--- src/rtl/perint_pkg.sv ---
// PerInt op encodings, controller command codes and result constants shared by interrupt agents.
// Results are returned 64 bits wide; callers keep the low ARCHBITSZ bits.
package perint_pkg;

  localparam logic [1:0] PINOOP = 2'b00;
  localparam logic [1:0] PIWROP = 2'b01;
  localparam logic [1:0] PIRDOP = 2'b10;
  localparam logic [1:0] PIRWOP = 2'b11;

  localparam logic [1:0] CMDACKINT = 2'b00;
  localparam logic [1:0] CMDINTDST = 2'b01;
  localparam logic [1:0] CMDENAINT = 2'b10;

  typedef enum logic [2:0] {
    ST_IDLE    = 3'd0,
    ST_ACKREQ  = 3'd1,
    ST_ACKRES  = 3'd2,
    ST_IPIREQ  = 3'd3,
    ST_IPIRES  = 3'd4,
    ST_IPIWAIT = 3'd5
  } intdst_state_t;

  // -1 at the given width
  function automatic logic [63:0] res_invalid(input int unsigned width);
    logic [63:0] v;
    v = '1;
    if (width < 64) v = (64'd1 << width) - 64'd1;
    return v;
  endfunction

  // -2 at the given width
  function automatic logic [63:0] res_busy(input int unsigned width);
    return res_invalid(width) & ~64'd1;
  endfunction

endpackage

--- src/rtl/intdst_fifo.sv ---
// Synchronous FIFO of source indices; head and valid come straight from registers.
// Push and pop in one cycle are both honoured; pop while empty and push while full are dropped.
module intdst_fifo #(
  parameter int WIDTH = 16,
  parameter int DEPTH = 4
) (
  input  logic             i_clk,
  input  logic             i_rst_n,
  input  logic             i_push,
  input  logic [WIDTH-1:0] i_push_dat,
  input  logic             i_pop,
  output logic             o_full,
  output logic             o_head_vld,
  output logic [WIDTH-1:0] o_head_dat
);

  localparam int AW = $clog2(DEPTH);
  localparam logic [AW:0] CNT_FULL = (AW+1)'(DEPTH);

  logic [WIDTH-1:0] r_mem [DEPTH];
  logic [AW-1:0]    r_wr_ptr;
  logic [AW-1:0]    r_rd_ptr;
  logic [AW:0]      r_cnt;
  logic             w_pop;
  logic             w_push;

  assign w_pop      = i_pop && (r_cnt != '0);
  assign w_push     = i_push && ((r_cnt != CNT_FULL) || w_pop);
  assign o_full     = (r_cnt == CNT_FULL);
  assign o_head_vld = (r_cnt != '0);
  assign o_head_dat = r_mem[r_rd_ptr];

  always_ff @(posedge i_clk) begin
    if (!i_rst_n) begin
      r_wr_ptr <= '0;
      r_rd_ptr <= '0;
      r_cnt    <= '0;
    end else begin
      if (w_push) r_wr_ptr <= r_wr_ptr + AW'(1);
      if (w_pop)  r_rd_ptr <= r_rd_ptr + AW'(1);
      case ({w_push, w_pop})
        2'b10:   r_cnt <= r_cnt + (AW+1)'(1);
        2'b01:   r_cnt <= r_cnt - (AW+1)'(1);
        default: r_cnt <= r_cnt;
      endcase
    end
  end

  // Storage needs no reset: a slot is only read after it has been written.
  always_ff @(posedge i_clk) begin
    if (w_push) r_mem[r_wr_ptr] <= i_push_dat;
  end

endmodule

--- src/rtl/intdst_agent.sv ---
// Destination interrupt agent: acks controller requests over PerInt, queues indices, sends/retries IPIs.
// Ack to queued index is 3 cycles with pi1_rdy_i high; bus ops hold while pi1_rdy_i is low, requests defer while the queue is full.
module intdst_agent
  import perint_pkg::*;
#(
  parameter int ARCHBITSZ   = 16,
  parameter int ADDRBITSZ   = ARCHBITSZ - $clog2(ARCHBITSZ/8),
  parameter int INTCTRLADDR = 0,
  parameter int DSTIDX      = 0,
  parameter int FIFODEPTH   = 4,
  parameter int RETRYDLY    = 8
) (
  input  logic                   clk_i,
  input  logic                   rst_i,
  output logic [1:0]             pi1_op_o,
  output logic [ADDRBITSZ-1:0]   pi1_addr_o,
  output logic [ARCHBITSZ-1:0]   pi1_data_o,
  output logic [ARCHBITSZ/8-1:0] pi1_sel_o,
  input  logic [ARCHBITSZ-1:0]   pi1_data_i,
  input  logic                   pi1_rdy_i,
  input  logic                   intrqst_i,
  output logic                   intrdy_o,
  output logic                   intbest_o,
  input  logic                   enable_i,
  input  logic                   halted_i,
  output logic                   irq_valid_o,
  output logic [ARCHBITSZ-1:0]   irq_idx_o,
  input  logic                   irq_ready_i,
  input  logic                   ipi_req_i,
  input  logic [ARCHBITSZ-3:0]   ipi_dst_i,
  output logic                   ipi_busy_o,
  output logic                   ipi_done_o,
  output logic                   ipi_err_o
);

  localparam int CW = $clog2(RETRYDLY + 1);
  localparam logic [63:0]          RES_INV64 = res_invalid(ARCHBITSZ);
  localparam logic [63:0]          RES_BSY64 = res_busy(ARCHBITSZ);
  localparam logic [ARCHBITSZ-1:0] RES_INV   = RES_INV64[ARCHBITSZ-1:0];
  localparam logic [ARCHBITSZ-1:0] RES_BSY   = RES_BSY64[ARCHBITSZ-1:0];
  localparam logic [ARCHBITSZ-4:0] DST_SELF  = (ARCHBITSZ-3)'(DSTIDX);

  intdst_state_t        r_state;
  intdst_state_t        w_nxt_state;
  logic                 r_ipi_busy;
  logic [ARCHBITSZ-3:0] r_ipi_dst;
  logic                 r_ipi_done;
  logic                 r_ipi_err;
  logic [CW-1:0]        r_retry_cnt;

  logic w_fifo_full;
  logic w_fifo_push;
  logic w_ipi_new;
  logic w_ipi_pend;
  logic w_res_busy;
  logic w_res_inv;

  assign w_res_busy  = (pi1_data_i == RES_BSY);
  assign w_res_inv   = (pi1_data_i == RES_INV);
  assign w_ipi_new   = ipi_req_i && !r_ipi_busy;
  // A fresh request is served from IDLE in the cycle it is sampled, matching the ack latency.
  assign w_ipi_pend  = r_ipi_busy || w_ipi_new;
  assign w_fifo_push = (r_state == ST_ACKRES) && !w_res_busy;

  assign pi1_addr_o = ADDRBITSZ'(INTCTRLADDR);
  assign pi1_sel_o  = '1;
  assign intrdy_o   = rst_i && enable_i && !w_fifo_full && (r_state == ST_IDLE);
  assign intbest_o  = intrdy_o && halted_i;
  assign ipi_busy_o = r_ipi_busy;
  assign ipi_done_o = r_ipi_done;
  assign ipi_err_o  = r_ipi_err;

  always_ff @(posedge clk_i) begin
    if (!rst_i) r_state <= ST_IDLE;
    else        r_state <= w_nxt_state;
  end

  always_comb begin
    w_nxt_state = r_state;
    case (r_state)
      ST_IDLE: begin
        if (intrqst_i && !w_fifo_full) w_nxt_state = ST_ACKREQ;
        else if (w_ipi_pend)           w_nxt_state = ST_IPIREQ;
      end
      ST_ACKREQ:  if (pi1_rdy_i) w_nxt_state = ST_ACKRES;
      ST_ACKRES:  w_nxt_state = ST_IDLE;
      ST_IPIREQ:  if (pi1_rdy_i) w_nxt_state = ST_IPIRES;
      ST_IPIRES:  w_nxt_state = w_res_busy ? ST_IPIWAIT : ST_IDLE;
      ST_IPIWAIT: if (r_retry_cnt <= CW'(1)) w_nxt_state = ST_IDLE;
      default:    w_nxt_state = ST_IDLE;
    endcase
  end

  always_comb begin
    pi1_op_o   = PINOOP;
    pi1_data_o = '0;
    case (r_state)
      ST_ACKREQ: begin
        pi1_op_o   = PIRWOP;
        pi1_data_o = {DST_SELF, enable_i, CMDACKINT};
      end
      ST_IPIREQ: begin
        pi1_op_o   = PIRWOP;
        pi1_data_o = {r_ipi_dst, CMDINTDST};
      end
      default: begin
        pi1_op_o   = PINOOP;
        pi1_data_o = '0;
      end
    endcase
  end

  always_ff @(posedge clk_i) begin
    if (!rst_i) begin
      r_ipi_busy  <= 1'b0;
      r_ipi_dst   <= '0;
      r_ipi_done  <= 1'b0;
      r_ipi_err   <= 1'b0;
      r_retry_cnt <= '0;
    end else begin
      r_ipi_done <= 1'b0;
      r_ipi_err  <= 1'b0;
      if (w_ipi_new) begin
        r_ipi_busy <= 1'b1;
        r_ipi_dst  <= ipi_dst_i;
      end
      if (r_state == ST_IPIRES) begin
        if (w_res_busy) begin
          r_retry_cnt <= CW'(RETRYDLY);
        end else begin
          r_ipi_busy <= 1'b0;
          r_ipi_done <= 1'b1;
          r_ipi_err  <= w_res_inv;
        end
      end else if ((r_state == ST_IPIWAIT) && (r_retry_cnt != '0)) begin
        r_retry_cnt <= r_retry_cnt - CW'(1);
      end
    end
  end

  intdst_fifo #(
    .WIDTH (ARCHBITSZ),
    .DEPTH (FIFODEPTH)
  ) u_fifo (
    .i_clk      (clk_i),
    .i_rst_n    (rst_i),
    .i_push     (w_fifo_push),
    .i_push_dat (pi1_data_i),
    .i_pop      (irq_ready_i),
    .o_full     (w_fifo_full),
    .o_head_vld (irq_valid_o),
    .o_head_dat (irq_idx_o)
  );

endmodule

--- config.mk ---
export PLATFORM = sky130hd
export DESIGN_NAME = intdst_agent
export DESIGN_NICKNAME = d
export VERILOG_FILES = /design/src/rtl/perint_pkg.sv /design/src/rtl/intdst_fifo.sv /design/src/rtl/intdst_agent.sv
export SDC_FILE = /design/constraint.sdc
export NUM_CORES = 1
export LEC_CHECK = 0
export BUFFER_PORTS_ARGS = -buffer_cell sky130_fd_sc_hd__buf_4
export CORE_ASPECT_RATIO = 1.75
export CORE_MARGIN = 2
export CORE_UTILIZATION = 55
export CTS_BUF_LIST = sky130_fd_sc_hd__clkbuf_8
export DETAILED_ROUTE_END_ITERATION = 8
export GPL_TIMING_DRIVEN = 0
export HOLD_SLACK_MARGIN = 0.12
export PLACE_DENSITY_LB_ADDON = 0.1
export SLEW_MARGIN = 40
export SYNTH_ARGS = -nofsm -noshare
export SYNTH_HDL_FRONTEND = slang
export SYNTH_SLANG_ARGS = --single-unit
--- constraint.sdc ---
create_clock -name clk_i -period 3.2 [get_ports clk_i]
set_input_delay 0.64 -clock clk_i [delete_from_list [all_inputs] [get_ports clk_i]]
set_output_delay 0.64 -clock clk_i [all_outputs]
set_load 0.05 [all_outputs]
# ---- Yosys cells after proc, flatten, opt, wreduce, memory -nomap -nowiden
# Memory sizes are Yosys's and may differ from the RTL's. A register that Yosys moved wholly into a read port is not among the register bits.
# Index checks and enable logic that the tools add are counted.
dict set report classes {
  n_eq_ne 16
  n_addsub 5
  muxes 21
  n_reduce_logical 25
  bitwise 2
  n_lt_le_gt_ge 1
}
# op count
set ops {}
lappend ops {{$eq 16x16->1 const B} 2}
lappend ops {{$pmux 16 s2} 1}
lappend ops {{$mux 3} 6}
lappend ops {{$pmux 3 s5} 1}
lappend ops {{$mux 4} 3}
lappend ops {{$logic_and 1x1->1} 10}
lappend ops {{$eq 3x3->1 const B} 3}
lappend ops {{$ne 2x2->1 const B} 4}
lappend ops {{$eq 3x2->1 const B} 2}
lappend ops {{$mux 1} 6}
lappend ops {{$mux 2} 3}
lappend ops {{$pmux 3 s2} 1}
lappend ops {{$add 2x1->2 const B} 2}
lappend ops {{$le 4x1->1 const B} 1}
lappend ops {{$reduce_and 2->1} 2}
lappend ops {{$reduce_and 4->1} 1}
lappend ops {{$reduce_bool 2->1} 2}
lappend ops {{$reduce_bool 4->1} 1}
lappend ops {{$sub 4x1->4 const B} 1}
lappend ops {{$add 3x1->3 const B} 1}
lappend ops {{$eq 3x1->1 const B} 1}
lappend ops {{$logic_not 1->1} 3}
lappend ops {{$logic_not 3->1} 1}
lappend ops {{$ne 3x2->1 const B} 1}
lappend ops {{9 further kinds} 11}
dict set report word_totals {
  mem_bits_rw 64
  register_bits 31
  n_memories 1
  out_inout_bits 57
}
# name words width rd rd_ports_with_merged_regs wr line
set memory_table {}
lappend memory_table {u_fifo.r_mem 4 16 1 1 1 intdst_fifo.sv:20} ;# logic [WIDTH-1:0] r_mem [DEPTH];

# ---- Depth between registers and ports, before layout
dict set report logic_depth {
  depth_word 6
  ltp_mapped 11
  mapped_depth_nobuf 10
}

# ---- Hierarchy
# From an unflattened synthesis, not the netlist that was laid out.
dict set report unflattened {
  cells_unflattened 330
  area_unflattened_um2 4300.4
}
# mod area_each_um2 cells_each n_inst
set by_module_without_submodules {}
lappend by_module_without_submodules {intdst_fifo 2901.5 151 1}
lappend by_module_without_submodules {intdst_agent 1398.8 179 1}

# ---- Worst setup path after synthesis
# No wires, ideal clock.
dict set report synth_path {
  path_kind {input to output}
  start {in rst_i}
  end {out intbest_o}
  slack_ns -0.668
  required_time_ns 2.560
  path_buffers 1
  arrival_ns 3.228
  path_stages 4
  path_cell_list {clkbuf_1 nand2b_1 nor4b_1 and2_1}
}
dict set report synth_via {
  elab_chain_len 4
}
# element line
set synth_rtl {}
lappend synth_rtl {{from (decl)} intdst_agent.sv:14} ;# input logic rst_i,
lappend synth_rtl {{$logic_and 1x1->1 (3 in series)} intdst_agent.sv:67} ;# assign intrdy_o = rst_i && enable_i && !w_fifo_full && (r_state == ST_IDLE);
lappend synth_rtl {{named net intrdy_o} intdst_agent.sv:22} ;# output logic intrdy_o,
lappend synth_rtl {{$logic_and 1x1->1} intdst_agent.sv:68} ;# assign intbest_o = intrdy_o && halted_i;
lappend synth_rtl {{to (decl)} intdst_agent.sv:23} ;# output logic intbest_o,
# The timed path passes the listed nets, and every way through them passes these cells.

==> results summary <==
In the layout the commonest cells are 95 x buf_4, 64 x edfxtp_1, 38 x nand2_1, 33 x dfxtp_1, 18 x conb_1. The flip-flop and latch count after synthesis came out at 97. The count of instances resized after the clock tree is built is 0. The maximum fanout along the worst path came out at 10. The clock slew at the register clock pins of the worst setup and hold paths came out at 0.09 ns. The number of instances in the synthesized netlist is 317. The worst register-to-register path ends at u_fifo.r_cnt[2].

The area of the core came out at 7510 um^2. The final net count came out at 468. The CTS tree is done. The worst-case reg-to-reg path depth is 10. The number of distinct library cell variants in the gate-level netlist after synthesis came out at 46.

In the final layout, flip-flops and latches occupy 2580 um^2. The post-synthesis cell area is 4240 um^2. The final worst-path cycle share is 88.6%.

The worst path in the final design needs a cycle of 2.83 ns, including I/O delays and setup. The nature of the critical path endpoint is a primary output. Buffers inserted to repair hold after CTS numbered 0.

For the final database, setup skew stands at 0.00827 ns. The number of antenna diodes in the final layout is 0. The post-route worst hold slack came out at 0.463 ns. The post-detailed-route wirelength per cell is 16.2 um.

For this configuration, the core starts out at a cell density of 56.4%. In the global route stage, overall resource usage came out at 20.4%. The multi-input combinational cell area is 1480 um^2. The number of buffers added on ports came out at 75. The worst hold-check path type is reg -> reg. Cells with a size suffix above 1 make up 32.6% of the layout. The final total power came out at 3.33 mW. The critical path arrival is 2.19 ns. Leaving out fill and tap cells, the most frequent cell in the layout is buf_4. The number of flops mapped to enable cells by yosys is 64. During I/O placement, the number of pins put on the boundary was 95. The reg2reg setup slack is 0.61 ns. The global-route wire length before repair is 13200 um.

The transition at the pin with the smallest max-transition slack came out at 0.805 ns. Max-cap violations in this run came to 0. The area enclosed by the die boundary is 8460 um^2. The width of the die is 70.4 um. Setup violations remaining at the end of the flow were counted as 0. The number of clock buffers added by TritonCTS is 9.

The count of warnings emitted by yosys is 0. The vias after detailed routing is 2766. After synthesis, the mean cell area works out to 13.4 um^2. The run finished with clean final reports. The sink of the worst hold path is r_ipi_dst[8].

For this design the ratio of total power to cell area is 640 nW/um^2. The total global routing overflow came out at 0. The number of filler cells placed in the layout came out at 573.

The number of global-route vias before repair is 2760. The clock net sink count is 97. The layout overhead on the synthesized area is 22.7%. The via-per-instance ratio is 5.38. The final routed DRC violation total is 0.

The total detailed-routing wirelength is 8330 um. The number of antenna violations at the first check in global routing came out at 0. The maximum vdd drop came out at 0.000374 V. The proportion of synthesized flip-flops having asynchronous set or reset is 0%. The sequential cell area fraction in the yosys report came out at 60.9%. By startpoint and endpoint, the worst setup path is classified as reg -> out. The summed area of non-filler cells in the final layout is 5200 um^2. For this run, the leading register cell type out of synthesis is edfxtp_1.

The post-CTS repair timing setup buffer count came out at 0. The last weighted congestion value of the routability-driven placer is 0.789. The post-route non-filler standard cell count is 514.

Counting along the longest clock path gives a buffer depth of 2. The max-slew violation total from the final report came out at 0. The cell chosen for the clock root is clkbuf_8.

The relative slew slack is 46.3%. The total number of placement rows is 42. The die outline height is 120 um. The startpoint of the worst hold path is r_ipi_dst[8].

The startpoint identified for the worst register-to-register timing path is u_fifo.r_cnt[2]. The cell leakage power is 2.05 nW. The required time at the worst-slack endpoint came out at 2.56 ns. STA classifies the critical path startpoint as a flip-flop. The number of optimization iterations in the first detailed-route pass came out at 4. The placed instances occupy a cell area of 4980 um^2. The residual antenna-violating net count after detailed routing came out at 0. The number of failing hold endpoints at the final stage is 0.

The maximum level of the CTS H-tree came out at 3. The number of cells in the design after placement is 496. The latest clock arrival within the worst-skew pair is 0.37 ns. The largest net degree at the start of global routing came out at 18.

Setup repair after global routing left no endpoint under its margin. Detailed placement finished with a half-perimeter wire length of 6250 um. The number of DRC violations after detailed-routing iteration 0 came out at 227. The fmax came out at 353 MHz.

The cell depth of the worst min-delay path came out at 2.
[power breakdown]
part / switching, mW / internal, mW
sequential: 0.0480 / 1.42
combinational: 0.671 / 0.388
clock: 0.438 / 0.368
total: 1.16 / 2.18
[critical path: stages (launching register included)]
cell	delay, ns
dfxtp_1	0.32
buf_1	0.38
buf_1	0.52
mux4_2	0.39
buf_4	0.20
[cell type report]
cell class	instances	area share, %
tap	88	2.12
buffer	34	3.97
clock inverter	7	1.47
sequential	97	49.6
timing repair buffer	77	11.3
multi-input combinational	191	28.4
inverter	11	0.793
clock buffer	9	2.38
[cell usage after synthesis, types with 3 or more instances]
master     n  area share, %
o31a_1     3           0.62
nand2b_1   4           0.59
buf_2      3           0.35
a21boi_0  16            2.8
ha_1       8            2.4
buf_4     20            3.5
clkbuf_1   9           0.80
inv_1     11           0.97
nor2b_1    4           0.59
nand4_1    6           0.89
nor2_1     6           0.53
a21oi_1    5           0.59
nand2_1   38            3.4
and2_1    11            1.6
mux4_2    16            8.5
o21ai_0    7           0.83
edfxtp_1  64             45
and3_1    14            2.1
dfxtp_1   33             16
[flip-flops by register name, indices dropped and copies added, names as in the netlist, named ones only]
signal and count:
ipi_busy_o 1, ipi_done_o 1, ipi_err_o 1, r_ipi_dst 14, r_retry_cnt 4, r_state 3
u_fifo.r_cnt 3, u_fifo.r_mem 64, u_fifo.r_rd_ptr 2, u_fifo.r_wr_ptr 2
[through the flow]
stage | util (%) | setup WS [ns] | TNS, ns
floorplan | - | 0.0850 | 0
global placement | 66.3 | 0.0460 | 0
detailed placement | 66.3 | -0.0317 | -0.0317
CTS | 68.9 | 0.316 | 0
global route | 69.3 | 0.0892 | 0
finish | 69.3 | 0.366 | 0
[worst max path at each step]
stage,startpoint,endpoint,cells after the start
finish,flip-flop,irq_idx_o[14],4
global placement,pi1_data_i[3],u_fifo.r_cnt[2],11
global route,pi1_data_i[14],u_fifo.r_cnt[2],11
floorplan,rst_i,intbest_o,4
CTS,flip-flop,irq_idx_o[14],4
detailed placement,pi1_data_i[3],u_fifo.r_cnt[2],11
[logic make-up after synthesis]
family          share of synthesized area [%]
compound gates                           7.17
xor+xnor                                0.826
fa+ha+maj                                2.83
buf+inv                                  5.84
flops                                    60.9
mux                                      8.97
other cells                             0.177
simple gates                             13.3
[routing by layer]
layer / up-vias / share of wire [%] / track usage (%)
met5: - / 0 / 0
met4: 0 / 2.0 / 7.93
met3: 14 / 5.7 / 4.42
met2: 100 / 56 / 39.2
met1: 1322 / 36 / 20.8
li1: 1330 / - / -
(Power assumes the default switching activity.)
